==> src/rtl/fft_pkg.sv <==
// Shared constants, types and helpers for the FFT twiddle sequencing logic.
// Holds the multiplier code constants, FFT geometry and the sequencer FSM type.
package fft_pkg;

  localparam int N_BFLY  = 8;
  localparam int N_STAGE = 4;

  localparam int BFLY_W  = $clog2(N_BFLY);
  localparam int STAGE_W = $clog2(N_STAGE);

  localparam logic [BFLY_W-1:0]  BFLY_MAX  = BFLY_W'(N_BFLY - 1);
  localparam logic [STAGE_W-1:0] STAGE_MAX = STAGE_W'(N_STAGE - 1);

  // Magnitude codes seen by the constant multiplier (1.0, cos 22.5, cos 45, cos 67.5).
  localparam logic [7:0] CODE_ONE = 8'h01;
  localparam logic [7:0] CODE_C1  = 8'hEC;
  localparam logic [7:0] CODE_C2  = 8'hB5;
  localparam logic [7:0] CODE_C3  = 8'h61;

  typedef enum logic [1:0] {
    IDLE = 2'd0,
    RUN  = 2'd1,
    DONE = 2'd2
  } state_t;

  // Twiddle exponent of a radix-2 DIF butterfly: (bfly mod (8 >> stage)) << stage.
  function automatic logic [2:0] tw_exp_of(input logic [STAGE_W-1:0] stage,
                                           input logic [BFLY_W-1:0]  bfly);
    logic [2:0] mask;
    mask = 3'b111 >> stage;
    return (bfly & mask) << stage;
  endfunction

endpackage

==> src/rtl/twiddle_seq_if.sv <==
// Twiddle beat bus between the sequencer (master) and the multiplier stage (slave).
// One beat transfers on tw_valid & tw_ready.
interface twiddle_seq_if;
  import fft_pkg::*;

  logic                tw_valid;
  logic                tw_ready;
  logic [STAGE_W-1:0]  stage;
  logic [BFLY_W-1:0]   bfly;
  logic [2:0]          tw_exp;
  logic [7:0]          re_code;
  logic [7:0]          im_code;
  logic                re_neg;
  logic                im_neg;
  logic                re_zero;
  logic                im_zero;
  logic                last;

  modport master (
    output tw_valid, stage, bfly, tw_exp,
    output re_code, im_code, re_neg, im_neg, re_zero, im_zero, last,
    input  tw_ready
  );

  modport slave (
    input  tw_valid, stage, bfly, tw_exp,
    input  re_code, im_code, re_neg, im_neg, re_zero, im_zero, last,
    output tw_ready
  );

endinterface

==> src/rtl/twiddle_rom.sv <==
// Exponent-to-multiplier-code lookup for W16^e = cos(2*pi*e/16) - j*sin(2*pi*e/16).
// Purely combinational; a zero part is reported as code 1.0 with a clear sign.
module twiddle_rom
  import fft_pkg::*;
(
  input  logic [2:0] tw_exp,
  output logic [7:0] re_code,
  output logic [7:0] im_code,
  output logic       re_neg,
  output logic       im_neg,
  output logic       re_zero,
  output logic       im_zero
);

  // NOTE: every output gets a default before the case so no path can infer a latch.
  always_comb begin
    re_code = CODE_ONE;
    im_code = CODE_ONE;
    re_neg  = 1'b0;
    im_neg  = 1'b0;
    re_zero = 1'b0;
    im_zero = 1'b0;
    unique case (tw_exp)
      3'd0: begin
        im_zero = 1'b1;
      end
      3'd1: begin
        re_code = CODE_C1;
        im_code = CODE_C3; im_neg = 1'b1;
      end
      3'd2: begin
        re_code = CODE_C2;
        im_code = CODE_C2; im_neg = 1'b1;
      end
      3'd3: begin
        re_code = CODE_C3;
        im_code = CODE_C1; im_neg = 1'b1;
      end
      3'd4: begin
        re_zero = 1'b1;
        im_neg  = 1'b1;
      end
      // Second quadrant: real part mirrors the first with a negative sign.
      3'd5: begin
        re_code = CODE_C3; re_neg = 1'b1;
        im_code = CODE_C1; im_neg = 1'b1;
      end
      3'd6: begin
        re_code = CODE_C2; re_neg = 1'b1;
        im_code = CODE_C2; im_neg = 1'b1;
      end
      3'd7: begin
        re_code = CODE_C1; re_neg = 1'b1;
        im_code = CODE_C3; im_neg = 1'b1;
      end
      default: ;
    endcase
  end

endmodule

==> src/rtl/twiddle_seq.sv <==
// Twiddle sequencer for a 16-point radix-2 DIF FFT: walks stage/bfly, emits one
// registered twiddle beat per handshake and pulses done after the 32nd beat.
module twiddle_seq
  import fft_pkg::*;
(
  input  logic           clk,
  input  logic           rst,
  input  logic           start,
  output logic           busy,
  output logic           done,
  twiddle_seq_if.master  tw
);

  state_t state_q, state_d;

  logic [STAGE_W-1:0] stage_q, stage_nxt, stage_sel;
  logic [BFLY_W-1:0]  bfly_q,  bfly_nxt,  bfly_sel;
  logic [2:0]         exp_q,   exp_sel;
  logic [7:0]         re_code_q, im_code_q, rom_re_code, rom_im_code;
  logic               re_neg_q, im_neg_q, re_zero_q, im_zero_q, last_q;
  logic               rom_re_neg, rom_im_neg, rom_re_zero, rom_im_zero;

  logic xfer, at_last, load, advance;

  assign xfer    = (state_q == RUN) && tw.tw_ready;
  assign at_last = (stage_q == STAGE_MAX) && (bfly_q == BFLY_MAX);
  assign load    = (state_q == IDLE) && start;
  assign advance = xfer && !at_last;

  // FSM state register
  // NOTE: sequential state uses non-blocking assignments so all flops update together.
  always_ff @(posedge clk) begin
    if (rst) state_q <= IDLE;
    else     state_q <= state_d;
  end

  always_comb begin
    state_d = state_q;
    unique case (state_q)
      IDLE:    if (start) state_d = RUN;
      RUN:     if (xfer && at_last) state_d = DONE;
      DONE:    state_d = IDLE;
      default: state_d = IDLE;
    endcase
  end

  // bfly wraps naturally at its width; stage steps on that wrap.
  assign bfly_nxt  = bfly_q + 1'b1;
  assign stage_nxt = (bfly_q == BFLY_MAX) ? stage_q + 1'b1 : stage_q;

  // A new sequence always begins at stage 0, bfly 0.
  assign stage_sel = load ? '0 : stage_nxt;
  assign bfly_sel  = load ? '0 : bfly_nxt;
  assign exp_sel   = tw_exp_of(stage_sel, bfly_sel);

  twiddle_rom u_rom (
    .tw_exp  (exp_sel),
    .re_code (rom_re_code),
    .im_code (rom_im_code),
    .re_neg  (rom_re_neg),
    .im_neg  (rom_im_neg),
    .re_zero (rom_re_zero),
    .im_zero (rom_im_zero)
  );

  // Beat registers: refreshed only on sequence entry or on a non-final transfer,
  // so the beat holds steady through any backpressure.
  always_ff @(posedge clk) begin
    if (rst) begin
      stage_q   <= '0;
      bfly_q    <= '0;
      exp_q     <= '0;
      re_code_q <= CODE_ONE;
      im_code_q <= CODE_ONE;
      re_neg_q  <= 1'b0;
      im_neg_q  <= 1'b0;
      re_zero_q <= 1'b0;
      im_zero_q <= 1'b1;
      last_q    <= 1'b0;
    end else if (load || advance) begin
      stage_q   <= stage_sel;
      bfly_q    <= bfly_sel;
      exp_q     <= exp_sel;
      re_code_q <= rom_re_code;
      im_code_q <= rom_im_code;
      re_neg_q  <= rom_re_neg;
      im_neg_q  <= rom_im_neg;
      re_zero_q <= rom_re_zero;
      im_zero_q <= rom_im_zero;
      last_q    <= (stage_sel == STAGE_MAX) && (bfly_sel == BFLY_MAX);
    end else if (xfer) begin
      last_q    <= 1'b0;
    end
  end

  // Control outputs decode the state register only; no input reaches them combinationally.
  assign busy        = (state_q == RUN);
  assign done        = (state_q == DONE);
  assign tw.tw_valid = (state_q == RUN);
  assign tw.stage    = stage_q;
  assign tw.bfly     = bfly_q;
  assign tw.tw_exp   = exp_q;
  assign tw.re_code  = re_code_q;
  assign tw.im_code  = im_code_q;
  assign tw.re_neg   = re_neg_q;
  assign tw.im_neg   = im_neg_q;
  assign tw.re_zero  = re_zero_q;
  assign tw.im_zero  = im_zero_q;
  assign tw.last     = last_q;

endmodule

==> src/flat_wrapper.sv <==
// flat-port wrapper written by rule: the top's interface ports become plain ports
module twiddle_seq_flat import fft_pkg::*;
  (clk, rst, start, busy, done, tw_tw_valid, tw_stage, tw_bfly, tw_tw_exp, tw_re_code, tw_im_code, tw_re_neg, tw_im_neg, tw_re_zero, tw_im_zero, tw_last, tw_tw_ready);
  twiddle_seq_if tw_i ();
  input  logic clk;
  input  logic rst;
  input  logic start;
  output logic busy;
  output logic done;
  output wire logic [$bits(tw_i.tw_valid)-1:0] tw_tw_valid;
  output wire logic [$bits(tw_i.stage)-1:0] tw_stage;
  output wire logic [$bits(tw_i.bfly)-1:0] tw_bfly;
  output wire logic [$bits(tw_i.tw_exp)-1:0] tw_tw_exp;
  output wire logic [$bits(tw_i.re_code)-1:0] tw_re_code;
  output wire logic [$bits(tw_i.im_code)-1:0] tw_im_code;
  output wire logic [$bits(tw_i.re_neg)-1:0] tw_re_neg;
  output wire logic [$bits(tw_i.im_neg)-1:0] tw_im_neg;
  output wire logic [$bits(tw_i.re_zero)-1:0] tw_re_zero;
  output wire logic [$bits(tw_i.im_zero)-1:0] tw_im_zero;
  output wire logic [$bits(tw_i.last)-1:0] tw_last;
  input wire logic [$bits(tw_i.tw_ready)-1:0] tw_tw_ready;
  assign tw_tw_valid = tw_i.tw_valid;
  assign tw_stage = tw_i.stage;
  assign tw_bfly = tw_i.bfly;
  assign tw_tw_exp = tw_i.tw_exp;
  assign tw_re_code = tw_i.re_code;
  assign tw_im_code = tw_i.im_code;
  assign tw_re_neg = tw_i.re_neg;
  assign tw_im_neg = tw_i.im_neg;
  assign tw_re_zero = tw_i.re_zero;
  assign tw_im_zero = tw_i.im_zero;
  assign tw_last = tw_i.last;
  assign tw_i.tw_ready = tw_tw_ready;
  twiddle_seq u_core (.clk(clk), .rst(rst), .start(start), .busy(busy), .done(done), .tw(tw_i));
endmodule
==> config.mk <==
export PLATFORM = sky130hd
export DESIGN_NAME = twiddle_seq_flat
export DESIGN_NICKNAME = d
export VERILOG_FILES = /design/src/rtl/fft_pkg.sv /design/src/rtl/twiddle_seq_if.sv /design/src/rtl/twiddle_rom.sv /design/src/rtl/twiddle_seq.sv /design/src/flat_wrapper.sv
export SDC_FILE = /design/constraint.sdc
export NUM_CORES = 1
export LEC_CHECK = 0
export BUFFER_PORTS_ARGS = -buffer_cell sky130_fd_sc_hd__buf_4
export CELL_PAD_IN_SITES_DETAIL_PLACEMENT = 1
export CELL_PAD_IN_SITES_GLOBAL_PLACEMENT = 1
export CORE_MARGIN = 8
export CORE_UTILIZATION = 40
export DETAILED_ROUTE_END_ITERATION = 12
export PLACE_DENSITY = 0.95
export SLEW_MARGIN = 5
export SYNTH_ARGS = -nofsm -noshare
export SYNTH_HDL_FRONTEND = slang
export SYNTH_SLANG_ARGS = --single-unit
==> constraint.sdc <==
create_clock -name clk -period 3.8 [get_ports clk]
set_input_delay 0.19 -clock clk [delete_from_list [all_inputs] [get_ports clk]]
set_output_delay 0.19 -clock clk [all_outputs]
set_load 0.005 [all_outputs]
# --- Word-level counts from Yosys, hierarchy flattened ---
# Index checks and enable logic that the tools add are counted.
totals:
  wordCells: 62
  ff_bits: 31
  inputBits: 4
op_classes:
  n_eq_ne: 15
  muxes: 14
  n_shift: 2
  bitwise: 1
  n_reduce_logical: 17
  n_addsub: 2
ops:
  columns: ["op", "count"]
  rows:
  - ["$pmux W8 S3", 2]
  - ["$eq A3 B3 Y1 const B", 6]
  - ["$mux W2", 4]
  - ["$reduce_or A7 Y1", 1]
  - ["$eq A2 B2 Y1 const B", 3]
  - ["$eq A3 B2 Y1 const B", 2]
  - ["$logic_and A1 B1 Y1", 6]
  - ["$mux W1", 6]
  - ["$reduce_or A2 Y1", 3]
  - ["$pmux W2 S2", 1]
  - ["$add A3 B1 Y3 const B", 1]
  - ["$and A3 B3 Y3", 1]
  - ["$eq A3 B1 Y1 const B", 1]
  - ["$logic_not A3 Y1", 1]
  - ["$mux W3", 1]
  - ["$reduce_or A3 Y1", 1]
  - ["$shl A3 B2 Y3", 1]
  - ["$shr A3 B2 Y3 const A", 1]
  - ["$add A2 B1 Y2 const B", 1]
  - ["$eq A2 B1 Y1 const B", 1]
  - ["$logic_not A2 Y1", 1]
  - ["$ne A2 B1 Y1 const B", 1]
  - ["$ne A2 B2 Y1 const B", 1]
  - ["$reduce_and A2 Y1", 1]
  - ["3 further kinds", 3]

# --- Depth between registers and ports, before layout ---
# Gate-level depths: netlist (run 1).
logic_depth:
  depth_word: 9
  depth_mapped: 9
  depth_no_buf: 7

# --- By module ---
# Synthesis (run 1) repeated with hierarchy kept, for this count alone.
unflattened:
  cells_unflattened: 189
  hier_area_um2: 1591.5
by_module_without_submodules:
  columns: ["module", "area_each_um2", "cells_each", "n_inst"]
  rows:
  - ["twiddle_seq", 1406.3, 161, 1]
  - ["twiddle_rom", 185.2, 28, 1]

# --- Worst setup path before layout (run 1) ---
# OpenSTA, ideal clock, no wires.
synth_timing:
  kind: "reg-to-reg"
  start: "register u_core.bfly_q[0], in the netlist u_core.tw.bfly[0]"
  end: "register u_core.re_code_q[0], in the netlist u_core.tw.re_code[0]"
  t_arrival_ns: 1.901
  path_stages_with_launch: 10
  setup_time_ns: 0.117
  slack_ns: 1.782
  cell_sequence: "dfxtp_1 ha_1 ha_1 buf_6 xnor2_2 nand2b_1 or4_1 buf_2 o22ai_1 nand2b_1"
synth_via:
  elab_chain_len: 9
synth_lines:
  columns: ["item", "line", "source"]
  rows:
  - ["start, declared", "twiddle_seq.sv:17", "logic [BFLY_W-1:0] bfly_q, bfly_nxt, bfly_sel;"]
  - ["start signal, assigned", "twiddle_seq.sv:82", "bfly_q <= bfly_sel;"]
  - ["$eq A3 B3 Y1", "twiddle_seq.sv:26, twiddle_seq.sv:49", null]
  - ["$mux W2", "twiddle_seq.sv:49", "assign stage_nxt = (bfly_q == BFLY_MAX) ? stage_q + 1'b1 : stage_q;"]
  - ["$mux W2", "twiddle_seq.sv:52", "assign stage_sel = load ? '0 : stage_nxt;"]
  - ["$shr A3 B2 Y3", "fft_pkg.sv:30", "mask = 3'b111 >> stage;"]
  - ["$and A3 B3 Y3", "fft_pkg.sv:31", "return (bfly & mask) << stage;"]
  - ["$shl A3 B2 Y3", "fft_pkg.sv:31", null]
  - ["$eq A3 B3 Y1 (tied with other cells)", "twiddle_rom.sv:23", "unique case (tw_exp)"]
  - ["$reduce_or A2 Y1 (no source line)", null, null]
  - ["$pmux W8 S3", "twiddle_rom.sv:23", null]
  - ["end signal, assigned", "twiddle_seq.sv:84", "re_code_q <= rom_re_code;"]
  - ["end, declared", "twiddle_seq.sv:19", "logic [7:0] re_code_q, im_code_q, rom_re_code, rom_im_code;"]
# Parallel ways exist; a longest one is shown, timed or not.
# A chain may end at the register's enable or synchronous reset.

# --- Worst setup path after layout (run 1) ---
layout_timing:
  start: "register u_core.bfly_q[0], in the netlist u_core.tw.bfly[0]"
  end: "register u_core.im_code_q[0], in the netlist u_core.tw.im_code[0]"
layout_via:
  elab_chain_len: 9
layout_lines:
  columns: ["item", "line", "source"]
  rows:
  - ["$eq A3 B3 Y1", "twiddle_seq.sv:26, twiddle_seq.sv:49", null]
  - ["$mux W2", "twiddle_seq.sv:49", null]
  - ["$mux W2", "twiddle_seq.sv:52", null]
  - ["$shr A3 B2 Y3", "fft_pkg.sv:30", null]
  - ["$and A3 B3 Y3", "fft_pkg.sv:31", null]
  - ["$shl A3 B2 Y3", "fft_pkg.sv:31", null]
  - ["$eq A3 B3 Y1 (tied with other cells)", "twiddle_rom.sv:23", null]
  - ["$reduce_or A2 Y1 (no source line)", null, null]
  - ["$pmux W8 S3", "twiddle_rom.sv:23", null]
  - ["end signal, assigned", "twiddle_seq.sv:85", "im_code_q <= rom_im_code;"]
  - ["end, declared", "twiddle_seq.sv:19", null]
# Parallel ways exist; a longest one is shown, timed or not.

==> flow_summary.html, run 1 <==
<table>
<tr><th>Metric</th><th>Value</th></tr>
<tr><th colspan="2">Synthesis</th></tr>
<tr><td>Register area share after synthesis</td><td>39.8%</td></tr>
<tr><td>Area share of and/or/nand/nor cells after synthesis</td><td>21.7%</td></tr>
<tr><td>Number of warnings reported in the yosys synthesis log</td><td>0</td></tr>
<tr><td>Synth Register Bits</td><td>24</td></tr>
<tr><td>Post-synthesis share of cell area spent on xor and xnor gates</td><td>4.25%</td></tr>
<tr><td>Dominant combinational cell family by area after synthesis</td><td>simple AND/OR/NAND/NOR gates</td></tr>
<tr><td>Number of enable-type register cells in the synthesized netlist</td><td>0</td></tr>
<tr><td>Mux share of post-synthesis cell area</td><td>5.29%</td></tr>
<tr><td>Most common flop cell mapped by yosys</td><td>sky130_fd_sc_hd__dfxtp_1</td></tr>
<tr><td>Post-synthesis instance total</td><td>137</td></tr>
<tr><td>Cell types with the largest area share after synthesis</td><td>sky130_fd_sc_hd__dfxtp_1 40%, sky130_fd_sc_hd__a21oi_1 6.6%, sky130_fd_sc_hd__buf_4 5.0%, sky130_fd_sc_hd__nor2_1 3.7%, sky130_fd_sc_hd__nand2_1 3.4%</td></tr>
<tr><td>Share of the synthesized area in compound gates (AO/OA/AOI/OAI)</td><td>16.5%</td></tr>
<tr><td>Distinct cells, synth</td><td>39</td></tr>
<tr><td>Mean cell area of the mapped netlist</td><td>8.80 um^2</td></tr>
<tr><td>Top-area cell type share of the netlist area</td><td>39.8%</td></tr>
<tr><td>Syn Std Cell Area</td><td>1210 um^2</td></tr>
<tr><td>Adder-cell share of the synthesized area</td><td>3.11%</td></tr>
<tr><td>Ys async rst share</td><td>0%</td></tr>
<tr><td>Leading area contributor after synthesis</td><td>sky130_fd_sc_hd__dfxtp_1</td></tr>
<tr><th colspan="2">Clock tree</th></tr>
<tr><td>Post-CTS Setup Bufs</td><td>0</td></tr>
<tr><td>Clock root buffer</td><td>sky130_fd_sc_hd__clkbuf_4</td></tr>
<tr><td>Hold-fix buffers at CTS</td><td>0</td></tr>
<tr><td>Total CTS buffers</td><td>3</td></tr>
<tr><td>Bufs on Longest Clock Path</td><td>2</td></tr>
<tr><td>Worst-Skew Late Latency</td><td>0.32 ns</td></tr>
<tr><td>H-tree depth reported by CTS</td><td>1</td></tr>
<tr><td>Post-cts gate resize count</td><td>0</td></tr>
<tr><td>Clk sinks</td><td>24</td></tr>
<tr><td>CTS tree</td><td>built</td></tr>
<tr><td>Clock transition at the registers of the reported paths</td><td>0.14 ns</td></tr>
<tr><th colspan="2">Die</th></tr>
<tr><td>Area enclosed by the die boundary</td><td>5030 um^2</td></tr>
<tr><td>DIE WIDTH</td><td>70.9 um</td></tr>
<tr><td>I/O pin total</td><td>36</td></tr>
<tr><td>Cell Rows</td><td>20</td></tr>
<tr><td>Starting utilization of the core area</td><td>40.8%</td></tr>
<tr><td>Area of the core</td><td>2950 um^2</td></tr>
<tr><td>Die boundary height</td><td>70.9 um</td></tr>
<tr><th colspan="2">Critical path</th></tr>
<tr><td>Register-to-Register Path Depth</td><td>7</td></tr>
<tr><td>CP dominant cell by count</td><td>sky130_fd_sc_hd__ha_1</td></tr>
<tr><td>Critical path capture point type</td><td>register</td></tr>
<tr><td>Beginning of the worst register-to-register path</td><td>u_core.tw.bfly[0]</td></tr>
<tr><td>Data required time of the worst path</td><td>4.03 ns</td></tr>
<tr><td>Biggest fanout along the worst timing path</td><td>11</td></tr>
<tr><td>Startpoint-to-endpoint class of the critical path</td><td>register to register</td></tr>
<tr><td>Cell Chain, Critical Path</td><td>ha_1, ha_1, mux2i_4, nand2b_2, or4_1, o22ai_1, nand2b_1</td></tr>
<tr><td>CP max-delay cell</td><td>sky130_fd_sc_hd__or4_1</td></tr>
<tr><td>Slowest Stage Delay on Critical Path</td><td>0.61 ns</td></tr>
<tr><td>Signal arrival time at the worst endpoint</td><td>2.80 ns</td></tr>
<tr><td>Endpoint of the most critical register-to-register path</td><td>u_core.tw.im_code[0]</td></tr>
<tr><td>Worst reg2reg setup slack</td><td>1.23 ns</td></tr>
<tr><td>Worst setup SP type</td><td>register</td></tr>
<tr><th colspan="2">GRT</th></tr>
<tr><td>Number of global-route vias before repair</td><td>1,084</td></tr>
<tr><td>First-pass GRT wire length</td><td>5400 um</td></tr>
<tr><td>Overall track demand over capacity in global routing</td><td>12.8%</td></tr>
<tr><td>Remaining global-route overflow</td><td>0</td></tr>
<tr><td>Largest net degree at the start of global routing</td><td>23</td></tr>
<tr><td>Initial antenna violation count</td><td>0</td></tr>
<tr><th colspan="2">Power and ir drop</th></tr>
<tr><td>Leakage power</td><td>0.620 nW</td></tr>
<tr><td>Max IR drop VDD</td><td>0.126 mV</td></tr>
<tr><td>PD cells</td><td>370 nW/um^2</td></tr>
<tr><th colspan="2">Cells and area</th></tr>
<tr><td>Fill cell instance count of the final layout</td><td>348</td></tr>
<tr><td>Area grow syn2layout</td><td>19.9%</td></tr>
<tr><td>Final net count</td><td>166</td></tr>
<tr><td>Fraction of final layout cells with drive strength greater than 1</td><td>32.3%</td></tr>
<tr><td>N_diodes</td><td>0</td></tr>
<tr><th colspan="2">Detailed routing</th></tr>
<tr><td>Wire per inst</td><td>16.2 um</td></tr>
<tr><td>Antenna violation net count after detailed routing</td><td>0</td></tr>
<tr><td>Detailed-router iteration count before antenna repair</td><td>4</td></tr>
<tr><td>Via-per-instance ratio</td><td>5.38</td></tr>
<tr><td>Total length of routed wires</td><td>3100 um</td></tr>
<tr><td>Count of routing violations after the opening detailed-route iteration</td><td>22</td></tr>
<tr><td>Overall via count from detail_route</td><td>1,028</td></tr>
<tr><td>DRC violations left</td><td>0</td></tr>
<tr><th colspan="2">STA</th></tr>
<tr><td>Setup TNS</td><td>0 ns</td></tr>
<tr><td>Unrepaired setup endpoints after global routing</td><td>no</td></tr>
<tr><td>Minimum clock period</td><td>2.57 ns</td></tr>
<tr><td>Final Skew</td><td>0.00433 ns</td></tr>
<tr><td>Final Setup Violations</td><td>0</td></tr>
<tr><td>Period Utilization, post-route</td><td>67.7%</td></tr>
<tr><td>Highest attainable clock frequency</td><td>0.389 GHz</td></tr>
<tr><td>Worst hold slack across all endpoints</td><td>0.189 ns</td></tr>
<tr><td>Final hold viol count</td><td>0</td></tr>
<tr><td>Min setup slack post-route</td><td>1.23 ns</td></tr>
<tr><td>Final number of max-transition violations</td><td>0</td></tr>
<tr><th colspan="2">Hold path</th></tr>
<tr><td>Sink of the worst hold path</td><td>u_core.tw.re_code[3]</td></tr>
<tr><td>Cell depth of the worst hold path</td><td>2</td></tr>
<tr><td>Hold Path Class</td><td>input pin to register</td></tr>
<tr><td>Startpoint of the tightest hold check path</td><td>rst</td></tr>
<tr><th colspan="2">Place</th></tr>
<tr><td>GPL Wtd Cong</td><td>0.803</td></tr>
<tr><td>Placed wire-length estimate after detailed placement</td><td>2390 um</td></tr>
<tr><td>Port Buffers</td><td>33</td></tr>
<tr><td>Worst setup slack before clock tree synthesis</td><td>1.26 ns</td></tr>
<tr><th colspan="2">Job</th></tr>
<tr><td># Max-Cap Violations</td><td>0</td></tr>
<tr><th colspan="2">Status</th></tr>
<tr><td>Outcome</td><td>finished, final reports clean</td></tr>
</table>
==> worst max-delay path, delay by kind of cell (launching register included) <==
kind | cells | cell delay, ns
AND/OR/NAND/NOR | 3 | 0.80
adder cells (fa/ha/maj) | 2 | 0.58
flip-flops | 1 | 0.57
multiplexers | 1 | 0.33
AO/OA/AOI/OAI | 1 | 0.19
==> power breakdown <==
| part | internal (mW) | switching (mW) | total, mW |
|---|---|---|---|
| sequential | 0.261 | 0.00829 | 0.270 |
| combinational | 0.0353 | 0.0409 | 0.0762 |
| clock | 0.107 | 0.0826 | 0.189 |
| total | 0.403 | 0.132 | 0.535 |
==> cell usage after synthesis (all sizes together), types with 3 or more instances <==
library cell and number:
nand2 11, nor3b 3, a21oi 16, dfxtp 24
xor2 3, o22ai 3, ha 3, nor2 14
nand3 4, mux2i 4, nor3 3, clkbuf 5
nand2b 4, o21ai 4, or2 4, buf 12
==> stage by stage <==
stage               util, %  power (mW)  std cells  instance area [um^2]
global placement       47.2       0.348        187                  1390
CTS                    49.0       0.537        191                  1450
floorplan                 -       0.324        138                  1210
finish                 49.0       0.535        191                  1450
global route           49.0       0.559        191                  1450
detailed placement     47.2       0.352        187                  1390
==> worst max-delay path by stage <==
stage	from	endpoint	cells past startpoint
detailed placement	u_core.tw.bfly[0]	u_core.tw.im_code[0]	7
finish	u_core.tw.bfly[0]	u_core.tw.im_code[0]	7
floorplan	u_core.tw.bfly[0]	u_core.tw.re_code[0]	9
global route	u_core.tw.bfly[0]	u_core.tw.re_code[0]	7
CTS	u_core.tw.bfly[0]	u_core.tw.im_code[0]	7
global placement	u_core.tw.bfly[0]	u_core.tw.im_code[0]	7
==> registers in the layout, summed over array words and instances, names as in the netlist <==
signal	cells
u_core.state_q	2
u_core.tw.re_neg	1
u_core.tw.tw_exp	3
u_core.tw.stage	2
u_core.tw.re_code	3
u_core.tw.im_neg	1
u_core.tw.bfly	3
u_core.tw.im_zero	1
u_core.tw.last	1
u_core.tw.re_zero	1
u_core.tw.im_code	6
==> routing by layer <==
metal	vias up	GRT usage, %	routed length [um]
li1	499	-	-
met1	500	14.3	1290
met2	25	23.1	1610
met3	4	3.25	182
met4	0	3.46	25
met5	-	0	0
==> cells by family (layout without fill, tap and decap cells) <==
family | after synthesis | after routing
other cells | 1 | 2
xor+xnor | 5 | 5
flops | 24 | 24
compound gates | 31 | 31
fa+ha+maj | 3 | 3
buf+inv | 18 | 38
simple gates | 50 | 50
mux | 5 | 5
==> area by class of cell <==
type / count / area (um^2) / share of cell area (%)
clock buffers: 3 / 22.5 / 1.56
multi-input cells: 96 / 621 / 42.9
inverters: 1 / 3.75 / 0.260
well taps: 33 / 41.3 / 2.85
flip-flops and latches: 24 / 480 / 33.2
clock inverters: 1 / 30.0 / 2.08
repair buffers: 33 / 248 / 17.1
==> cell usage in the layout (no fill, tap or decap), types with 2 or more instances in the layout <==
master,Yosys,layout
sky130_fd_sc_hd__nor2_1,12,12
sky130_fd_sc_hd__nor3b_1,3,3
sky130_fd_sc_hd__clkbuf_4,0,3
sky130_fd_sc_hd__o22ai_1,3,3
sky130_fd_sc_hd__nand3_1,3,3
sky130_fd_sc_hd__nand2_1,11,11
sky130_fd_sc_hd__a2bb2oi_2,2,2
sky130_fd_sc_hd__o31ai_1,2,2
sky130_fd_sc_hd__a21oi_1,16,16
sky130_fd_sc_hd__nand2b_1,3,3
sky130_fd_sc_hd__nor2_2,2,2
sky130_fd_sc_hd__buf_4,8,33
sky130_fd_sc_hd__xor2_1,3,3
sky130_fd_sc_hd__o21ai_0,3,3
sky130_fd_sc_hd__nor2b_1,2,2
sky130_fd_sc_hd__ha_1,3,3
sky130_fd_sc_hd__conb_1,1,2
sky130_fd_sc_hd__nand4_1,2,2
sky130_fd_sc_hd__nor3_1,3,3
sky130_fd_sc_hd__mux2i_1,3,3
sky130_fd_sc_hd__or2_2,4,4
sky130_fd_sc_hd__dfxtp_1,24,24
(Power assumes the default switching activity.)
==> inputs of run 2 (changes only) <==
Settings changed: CORE_UTILIZATION 40 to 37, PLACE_DENSITY 0.95 to 0.9.
Clock period 3.8 ns to 2.4 ns, I/O delays scaled along.
==> flow_summary.html, run 2 (synthesized netlist as in run 1, its figures left out) <==
<table>
<tr><th>Metric</th><th>Value</th></tr>
<tr><th colspan="2">Clock tree</th></tr>
<tr><td>Total CTS buffers</td><td>3</td></tr>
<tr><td>Post-CTS Setup Bufs</td><td>0</td></tr>
<tr><td>Hold-fix buffers at CTS</td><td>0</td></tr>
<tr><td>Clock root buffer</td><td>sky130_fd_sc_hd__clkbuf_4</td></tr>
<tr><td>Clock transition at the registers of the reported paths</td><td>0.13 ns</td></tr>
<tr><td>Post-cts gate resize count</td><td>0</td></tr>
<tr><td>Worst-Skew Late Latency</td><td>0.31 ns</td></tr>
<tr><td>H-tree depth reported by CTS</td><td>1</td></tr>
<tr><td>Clk sinks</td><td>24</td></tr>
<tr><td>Bufs on Longest Clock Path</td><td>2</td></tr>
<tr><td>CTS tree</td><td>built</td></tr>
<tr><th colspan="2">Cells and area</th></tr>
<tr><td>Fill cell instance count of the final layout</td><td>383</td></tr>
<tr><td>Commonest cells after routing, fill and taps aside</td><td>36 x sky130_fd_sc_hd__buf_4, 24 x sky130_fd_sc_hd__dfxtp_1, 16 x sky130_fd_sc_hd__a21oi_1, 12 x sky130_fd_sc_hd__nor2_1, 11 x sky130_fd_sc_hd__nand2_1</td></tr>
<tr><td>Number of cells in the finished layout apart from fillers</td><td>205</td></tr>
<tr><td>Area grow syn2layout</td><td>22.9%</td></tr>
<tr><td>Register Area</td><td>480 um^2</td></tr>
<tr><td>Most common library cell in the layout ignoring fill and taps</td><td>sky130_fd_sc_hd__buf_4</td></tr>
<tr><td>N_diodes</td><td>0</td></tr>
<tr><td>Max reg flops</td><td>6</td></tr>
<tr><td>Post-route design area</td><td>1480 um^2</td></tr>
<tr><td>Fraction of final layout cells with drive strength greater than 1</td><td>33.5%</td></tr>
<tr><td>Final core utilization</td><td>48.2%</td></tr>
<tr><td>Final net count</td><td>169</td></tr>
<tr><td>Area used by multi-input combinational logic</td><td>621 um^2</td></tr>
<tr><th colspan="2">Detailed routing</th></tr>
<tr><td>Routed length on met2</td><td>1570 um</td></tr>
<tr><td>Detailed-router iteration count before antenna repair</td><td>2</td></tr>
<tr><td>Wire per inst</td><td>15.0 um</td></tr>
<tr><td>DRC violations left</td><td>0</td></tr>
<tr><td>Count of routing violations after the opening detailed-route iteration</td><td>49</td></tr>
<tr><td>Overall via count from detail_route</td><td>1,051</td></tr>
<tr><td>Total length of routed met3 wires</td><td>243 um</td></tr>
<tr><td>Top layer reached by signal wires</td><td>met4</td></tr>
<tr><td>Total length of routed wires</td><td>3080 um</td></tr>
<tr><td>Length of routed wiring on met1</td><td>1240 um</td></tr>
<tr><td>Via-per-instance ratio</td><td>5.13</td></tr>
<tr><td>Antenna violation net count after detailed routing</td><td>0</td></tr>
<tr><th colspan="2">STA</th></tr>
<tr><td>Final Setup Violations</td><td>0</td></tr>
<tr><td>Final Skew</td><td>0.00319 ns</td></tr>
<tr><td>Worst hold slack across all endpoints</td><td>0.132 ns</td></tr>
<tr><td>Setup TNS</td><td>0 ns</td></tr>
<tr><td>Final number of max-transition violations</td><td>0</td></tr>
<tr><td>Period Utilization, post-route</td><td>90.3%</td></tr>
<tr><td>Unrepaired setup endpoints after global routing</td><td>no</td></tr>
<tr><td>Highest attainable clock frequency</td><td>0.462 GHz</td></tr>
<tr><td>Final hold viol count</td><td>0</td></tr>
<tr><td>Minimum clock period</td><td>2.17 ns</td></tr>
<tr><th colspan="2">GRT</th></tr>
<tr><td>Number of global-route vias before repair</td><td>1,143</td></tr>
<tr><td>Remaining global-route overflow</td><td>0</td></tr>
<tr><td>First-pass GRT wire length</td><td>5210 um</td></tr>
<tr><td>Largest net degree at the start of global routing</td><td>23</td></tr>
<tr><td>Overall track demand over capacity in global routing</td><td>12.0%</td></tr>
<tr><td>Initial antenna violation count</td><td>0</td></tr>
<tr><th colspan="2">Critical path</th></tr>
<tr><td>Biggest fanout along the worst timing path</td><td>6</td></tr>
<tr><td>Data required time of the worst path</td><td>2.62 ns</td></tr>
<tr><td>Worst setup SP type</td><td>register</td></tr>
<tr><td>Critical path capture point type</td><td>register</td></tr>
<tr><td>Signal arrival time at the worst endpoint</td><td>2.38 ns</td></tr>
<tr><td>Startpoint-to-endpoint class of the critical path</td><td>register to register</td></tr>
<tr><th colspan="2">Job</th></tr>
<tr><td># Max-Cap Violations</td><td>0</td></tr>
<tr><th colspan="2">Die</th></tr>
<tr><td>Area of the core</td><td>3080 um^2</td></tr>
<tr><td>Die boundary height</td><td>73.1 um</td></tr>
<tr><td>Area enclosed by the die boundary</td><td>5340 um^2</td></tr>
<tr><td>Cell Rows</td><td>20</td></tr>
<tr><td>I/O pin total</td><td>36</td></tr>
<tr><td>DIE WIDTH</td><td>73.1 um</td></tr>
<tr><td>Starting utilization of the core area</td><td>39.2%</td></tr>
<tr><th colspan="2">Place</th></tr>
<tr><td>Placed wire-length estimate after detailed placement</td><td>2440 um</td></tr>
<tr><td>Placed instance count</td><td>201</td></tr>
<tr><td>Dpl cell area</td><td>1430 um^2</td></tr>
<tr><td>Port Buffers</td><td>33</td></tr>
<tr><td>GPL Wtd Cong</td><td>0.744</td></tr>
<tr><th colspan="2">Power and ir drop</th></tr>
<tr><td>Leakage power</td><td>0.634 nW</td></tr>
<tr><td>PD cells</td><td>565 nW/um^2</td></tr>
<tr><td>Max IR drop VDD</td><td>0.410 mV</td></tr>
<tr><th colspan="2">Status</th></tr>
<tr><td>Outcome</td><td>finished, final reports clean</td></tr>
<tr><th colspan="2">Hold path</th></tr>
<tr><td>Hold Path Class</td><td>input pin to register</td></tr>
</table>
[run 2: changes by cell type in the layout (fill, tap and decap cells not counted), sizes merged]
cell,delta
buf,+3
[run 2: final timing paths]
kind                        startpoint                   end  slack, ns  cells after the start
setup / recovery     u_core.tw.bfly[1]  u_core.tw.re_code[0]       0.23                      7
hold / removal                     rst        u_core.tw.last       0.13                      2
setup reg to reg     u_core.tw.bfly[1]  u_core.tw.re_code[0]       0.23                      7
hold reg to reg   u_core.tw.im_code[4]  u_core.tw.im_code[4]       0.48                      2
[run 2: per-stage QoR]
stage / setup slack, ns / power, mW
global route: 0.0933 / 0.876
floorplan: 0.382 / 0.513
detailed placement: 0.258 / 0.559
finish: 0.233 / 0.838
CTS: 0.237 / 0.847
global placement: 0.374 / 0.552
[run 2: metal layers]
| metal | vias to the layer above | GRT usage (%) |
|---|---|---|
| met1 | 511 | 12.0 |
| met4 | 0 | 2.67 |
| met3 | 4 | 5.49 |
| met5 | - | 0 |
| li1 | 512 | - |
| met2 | 24 | 22.0 |
[run 2: where the power goes]
group | total, mW | internal [mW] | switching (mW) | leakage, nW
registers | 0.425 | 0.414 | 0.0112 | 0.195
clock network | 0.290 | 0.169 | 0.121 | 0.0279
logic | 0.123 | 0.0568 | 0.0657 | 0.411
[run 2: critical path, stage by stage (launching register included)]
cell and delay (ns):
sky130_fd_sc_hd__dfxtp_1 0.39, sky130_fd_sc_hd__ha_1 0.16, sky130_fd_sc_hd__ha_1 0.25, sky130_fd_sc_hd__mux2i_4 0.30, sky130_fd_sc_hd__nand2b_2 0.10, sky130_fd_sc_hd__or4_1 0.62, sky130_fd_sc_hd__o22ai_1 0.18, sky130_fd_sc_hd__nand2b_1 0.08
[run 2: area by class of cell]
class | count | share of cell area, %
clock buffer | 3 | 1.52
clock inverter | 1 | 2.03
inverter | 1 | 0.253
multi-input combinational | 96 | 41.9
sequential | 24 | 32.4
tap | 44 | 3.71
timing repair buffer | 36 | 18.2
==> inputs of run 3 (changes only) <==
--- a/config.mk
+++ b/config.mk
@@ -7,8 +7,7 @@
 export LEC_CHECK = 0
 export BUFFER_PORTS_ARGS = -buffer_cell sky130_fd_sc_hd__buf_4
-export CELL_PAD_IN_SITES_DETAIL_PLACEMENT = 1
-export CELL_PAD_IN_SITES_GLOBAL_PLACEMENT = 1
+export CORE_ASPECT_RATIO = 0.9
 export CORE_MARGIN = 8
-export CORE_UTILIZATION = 37
+export CORE_UTILIZATION = 50
 export DETAILED_ROUTE_END_ITERATION = 12
 export PLACE_DENSITY = 0.9
==> constraint.sdc (replaced) <==
create_clock -name clk -period 2.4 [get_ports clk]
set_input_delay 0.36 -clock clk [delete_from_list [all_inputs] [get_ports clk]]
set_output_delay 0.36 -clock clk [all_outputs]
set_load 0.005 [all_outputs]
==> flow_summary.html, run 3 (synthesized netlist as in run 1, its figures left out) <==
<table>
<tr><th>Metric</th><th>Value</th></tr>
<tr><th colspan="2">Hold path</th></tr>
<tr><td>Hold Path Class</td><td>input pin to register</td></tr>
<tr><td>Startpoint of the tightest hold check path</td><td>rst</td></tr>
<tr><th colspan="2">Detailed routing</th></tr>
<tr><td>DRC violations left</td><td>0</td></tr>
<tr><td>Overall via count from detail_route</td><td>1,010</td></tr>
<tr><td>Length of routed wiring on met1</td><td>1200 um</td></tr>
<tr><td>Count of routing violations after the opening detailed-route iteration</td><td>29</td></tr>
<tr><td>Top layer reached by signal wires</td><td>met4</td></tr>
<tr><td>Detailed-router iteration count before antenna repair</td><td>4</td></tr>
<tr><td>Total length of routed met3 wires</td><td>197 um</td></tr>
<tr><td>Via-per-instance ratio</td><td>5.34</td></tr>
<tr><td>Total length of routed wires</td><td>2640 um</td></tr>
<tr><td>Antenna violation net count after detailed routing</td><td>0</td></tr>
<tr><td>Routed length on met2</td><td>1240 um</td></tr>
<tr><td>Wire per inst</td><td>14.0 um</td></tr>
<tr><th colspan="2">Critical path</th></tr>
<tr><td>Biggest fanout along the worst timing path</td><td>6</td></tr>
<tr><td>Cell family with most CP delay</td><td>simple AND/OR/NAND/NOR gates</td></tr>
<tr><td>Worst reg2reg setup slack</td><td>0.23 ns</td></tr>
<tr><td>Critical path origin</td><td>u_core.tw.bfly[1]</td></tr>
<tr><td>Cell Chain, Critical Path</td><td>ha_1, ha_1, mux2i_4, nand2b_2, or4_1, o22ai_1, nand2b_1</td></tr>
<tr><td>Signal arrival time at the worst endpoint</td><td>2.39 ns</td></tr>
<tr><td>WP buf/inv</td><td>0</td></tr>
<tr><td>Beginning of the worst register-to-register path</td><td>u_core.tw.bfly[1]</td></tr>
<tr><td>Startpoint-to-endpoint class of the critical path</td><td>register to register</td></tr>
<tr><td>CP dominant cell by count</td><td>sky130_fd_sc_hd__ha_1</td></tr>
<tr><td>Worst setup SP type</td><td>register</td></tr>
<tr><td>Slowest Stage Delay on Critical Path</td><td>0.61 ns</td></tr>
<tr><td>Critical path capture point type</td><td>register</td></tr>
<tr><td>CP max-delay cell</td><td>sky130_fd_sc_hd__or4_1</td></tr>
<tr><td>Data required time of the worst path</td><td>2.61 ns</td></tr>
<tr><th colspan="2">Cells and area</th></tr>
<tr><td>Number of cells in the finished layout apart from fillers</td><td>189</td></tr>
<tr><td>Area used by multi-input combinational logic</td><td>621 um^2</td></tr>
<tr><td>Area grow syn2layout</td><td>19.9%</td></tr>
<tr><td>Fill cell instance count of the final layout</td><td>209</td></tr>
<tr><td>Register Area</td><td>480 um^2</td></tr>
<tr><td>Max reg flops</td><td>6</td></tr>
<tr><td>Most common library cell in the layout ignoring fill and taps</td><td>sky130_fd_sc_hd__buf_4</td></tr>
<tr><td>Final net count</td><td>169</td></tr>
<tr><td>Commonest cells after routing, fill and taps aside</td><td>36 x sky130_fd_sc_hd__buf_4, 24 x sky130_fd_sc_hd__dfxtp_1, 16 x sky130_fd_sc_hd__a21oi_1, 12 x sky130_fd_sc_hd__nor2_1, 11 x sky130_fd_sc_hd__nand2_1</td></tr>
<tr><td>N_diodes</td><td>0</td></tr>
<tr><td>Fraction of final layout cells with drive strength greater than 1</td><td>33.5%</td></tr>
<tr><th colspan="2">Clock tree</th></tr>
<tr><td>Worst-Skew Late Latency</td><td>0.31 ns</td></tr>
<tr><td>Total CTS buffers</td><td>3</td></tr>
<tr><td>Hold-fix buffers at CTS</td><td>0</td></tr>
<tr><td>CTS tree</td><td>built</td></tr>
<tr><td>Clock transition at the registers of the reported paths</td><td>0.13 ns</td></tr>
<tr><td>H-tree depth reported by CTS</td><td>1</td></tr>
<tr><td>Bufs on Longest Clock Path</td><td>2</td></tr>
<tr><td>Clock root buffer</td><td>sky130_fd_sc_hd__clkbuf_4</td></tr>
<tr><td>Post-cts gate resize count</td><td>0</td></tr>
<tr><td>Post-CTS Setup Bufs</td><td>0</td></tr>
<tr><td>Clk sinks</td><td>24</td></tr>
<tr><th colspan="2">Job</th></tr>
<tr><td># Max-Cap Violations</td><td>0</td></tr>
<tr><th colspan="2">Place</th></tr>
<tr><td>Port Buffers</td><td>33</td></tr>
<tr><td>GPL Wtd Cong</td><td>0.831</td></tr>
<tr><td>Placed wire-length estimate after detailed placement</td><td>2050 um</td></tr>
<tr><td>Placed instance count</td><td>185</td></tr>
<tr><th colspan="2">GRT</th></tr>
<tr><td>First-pass GRT wire length</td><td>4420 um</td></tr>
<tr><td>Number of global-route vias before repair</td><td>972</td></tr>
<tr><td>Overall track demand over capacity in global routing</td><td>12.7%</td></tr>
<tr><td>Largest net degree at the start of global routing</td><td>23</td></tr>
<tr><td>Initial antenna violation count</td><td>0</td></tr>
<tr><td>Remaining global-route overflow</td><td>0</td></tr>
<tr><th colspan="2">STA</th></tr>
<tr><td>Final number of max-transition violations</td><td>0</td></tr>
<tr><td>Final Setup Violations</td><td>0</td></tr>
<tr><td>Unrepaired setup endpoints after global routing</td><td>no</td></tr>
<tr><td>Setup TNS</td><td>0 ns</td></tr>
<tr><td>Minimum clock period</td><td>2.17 ns</td></tr>
<tr><td>Final Skew</td><td>0.00494 ns</td></tr>
<tr><td>Final hold viol count</td><td>0</td></tr>
<tr><td>Period Utilization, post-route</td><td>90.5%</td></tr>
<tr><td>Highest attainable clock frequency</td><td>0.460 GHz</td></tr>
<tr><th colspan="2">Die</th></tr>
<tr><td>DIE WIDTH</td><td>67.8 um</td></tr>
<tr><td>Area of the core</td><td>2360 um^2</td></tr>
<tr><td>Starting utilization of the core area</td><td>51.1%</td></tr>
<tr><td>Cell Rows</td><td>17</td></tr>
<tr><td>Area enclosed by the die boundary</td><td>4240 um^2</td></tr>
<tr><td>Die boundary height</td><td>62.6 um</td></tr>
<tr><td>I/O pin total</td><td>36</td></tr>
<tr><th colspan="2">Power and ir drop</th></tr>
<tr><td>Max IR drop VDD</td><td>0.427 mV</td></tr>
<tr><td>Leakage power</td><td>0.628 nW</td></tr>
<tr><td>PD cells</td><td>522 nW/um^2</td></tr>
<tr><td>Power after layout</td><td>0.755 mW</td></tr>
<tr><th colspan="2">Status</th></tr>
<tr><td>Outcome</td><td>finished, final reports clean</td></tr>
</table>
[run 3: changes by cell type in the layout (fill, tap and decap cells not counted), sizes merged]
cell    before  now
bufinv       1    0
clkbuf       3    4
[run 3: report_power, final]
part           total (mW)  internal (mW)  switching, mW
Combinational       0.120         0.0568         0.0627
Sequential          0.425          0.414         0.0112
Clock               0.210         0.0927          0.118
Total               0.755          0.563          0.192
[run 3: final timing paths]
kind	end	cells past startpoint
worst max-delay path	u_core.tw.im_code[0]	7
worst min-delay path	u_core.tw.im_code[3]	2
worst max register to register	u_core.tw.im_code[0]	7
worst min register to register	u_core.tw.tw_exp[1]	2
[run 3: routing by layer]
metal | vias up | track usage (%)
met1 | 469 | 15.5
met4 | 0 | 2.30
met5 | - | 0
met3 | 2 | 4.84
met2 | 31 | 20.6
li1 | 508 | -
[run 3: worst reg2reg max path, delay by kind of cell, from the launching register on]
| kind | cells | cell delay, ns |
|---|---|---|
| flops | 1 | 0.38 |
| mux | 1 | 0.29 |
| compound gates | 1 | 0.20 |
| fa+ha+maj | 2 | 0.42 |
| simple gates | 3 | 0.79 |
[run 3: stage by stage]
step	instance area, um^2	util, %	hold slack, ns	setup WS [ns]
after CTS	1450	61.3	0.349	0.238
after floorplan	1210	-	0.453	0.382
after detailed placement	1410	59.7	0.456	0.266
after global routing	1450	61.3	0.352	0.142
final	1450	61.3	0.358	0.227
after global placement	1410	59.7	0.446	0.382
[run 3: layout make-up]
cell class	instances	share of cell area [%]
inverter	1	0.260
sequential	24	33.2
timing repair buffer	36	18.7
clock buffer	4	2.51
tap	28	2.42
multi-input combinational	96	42.9
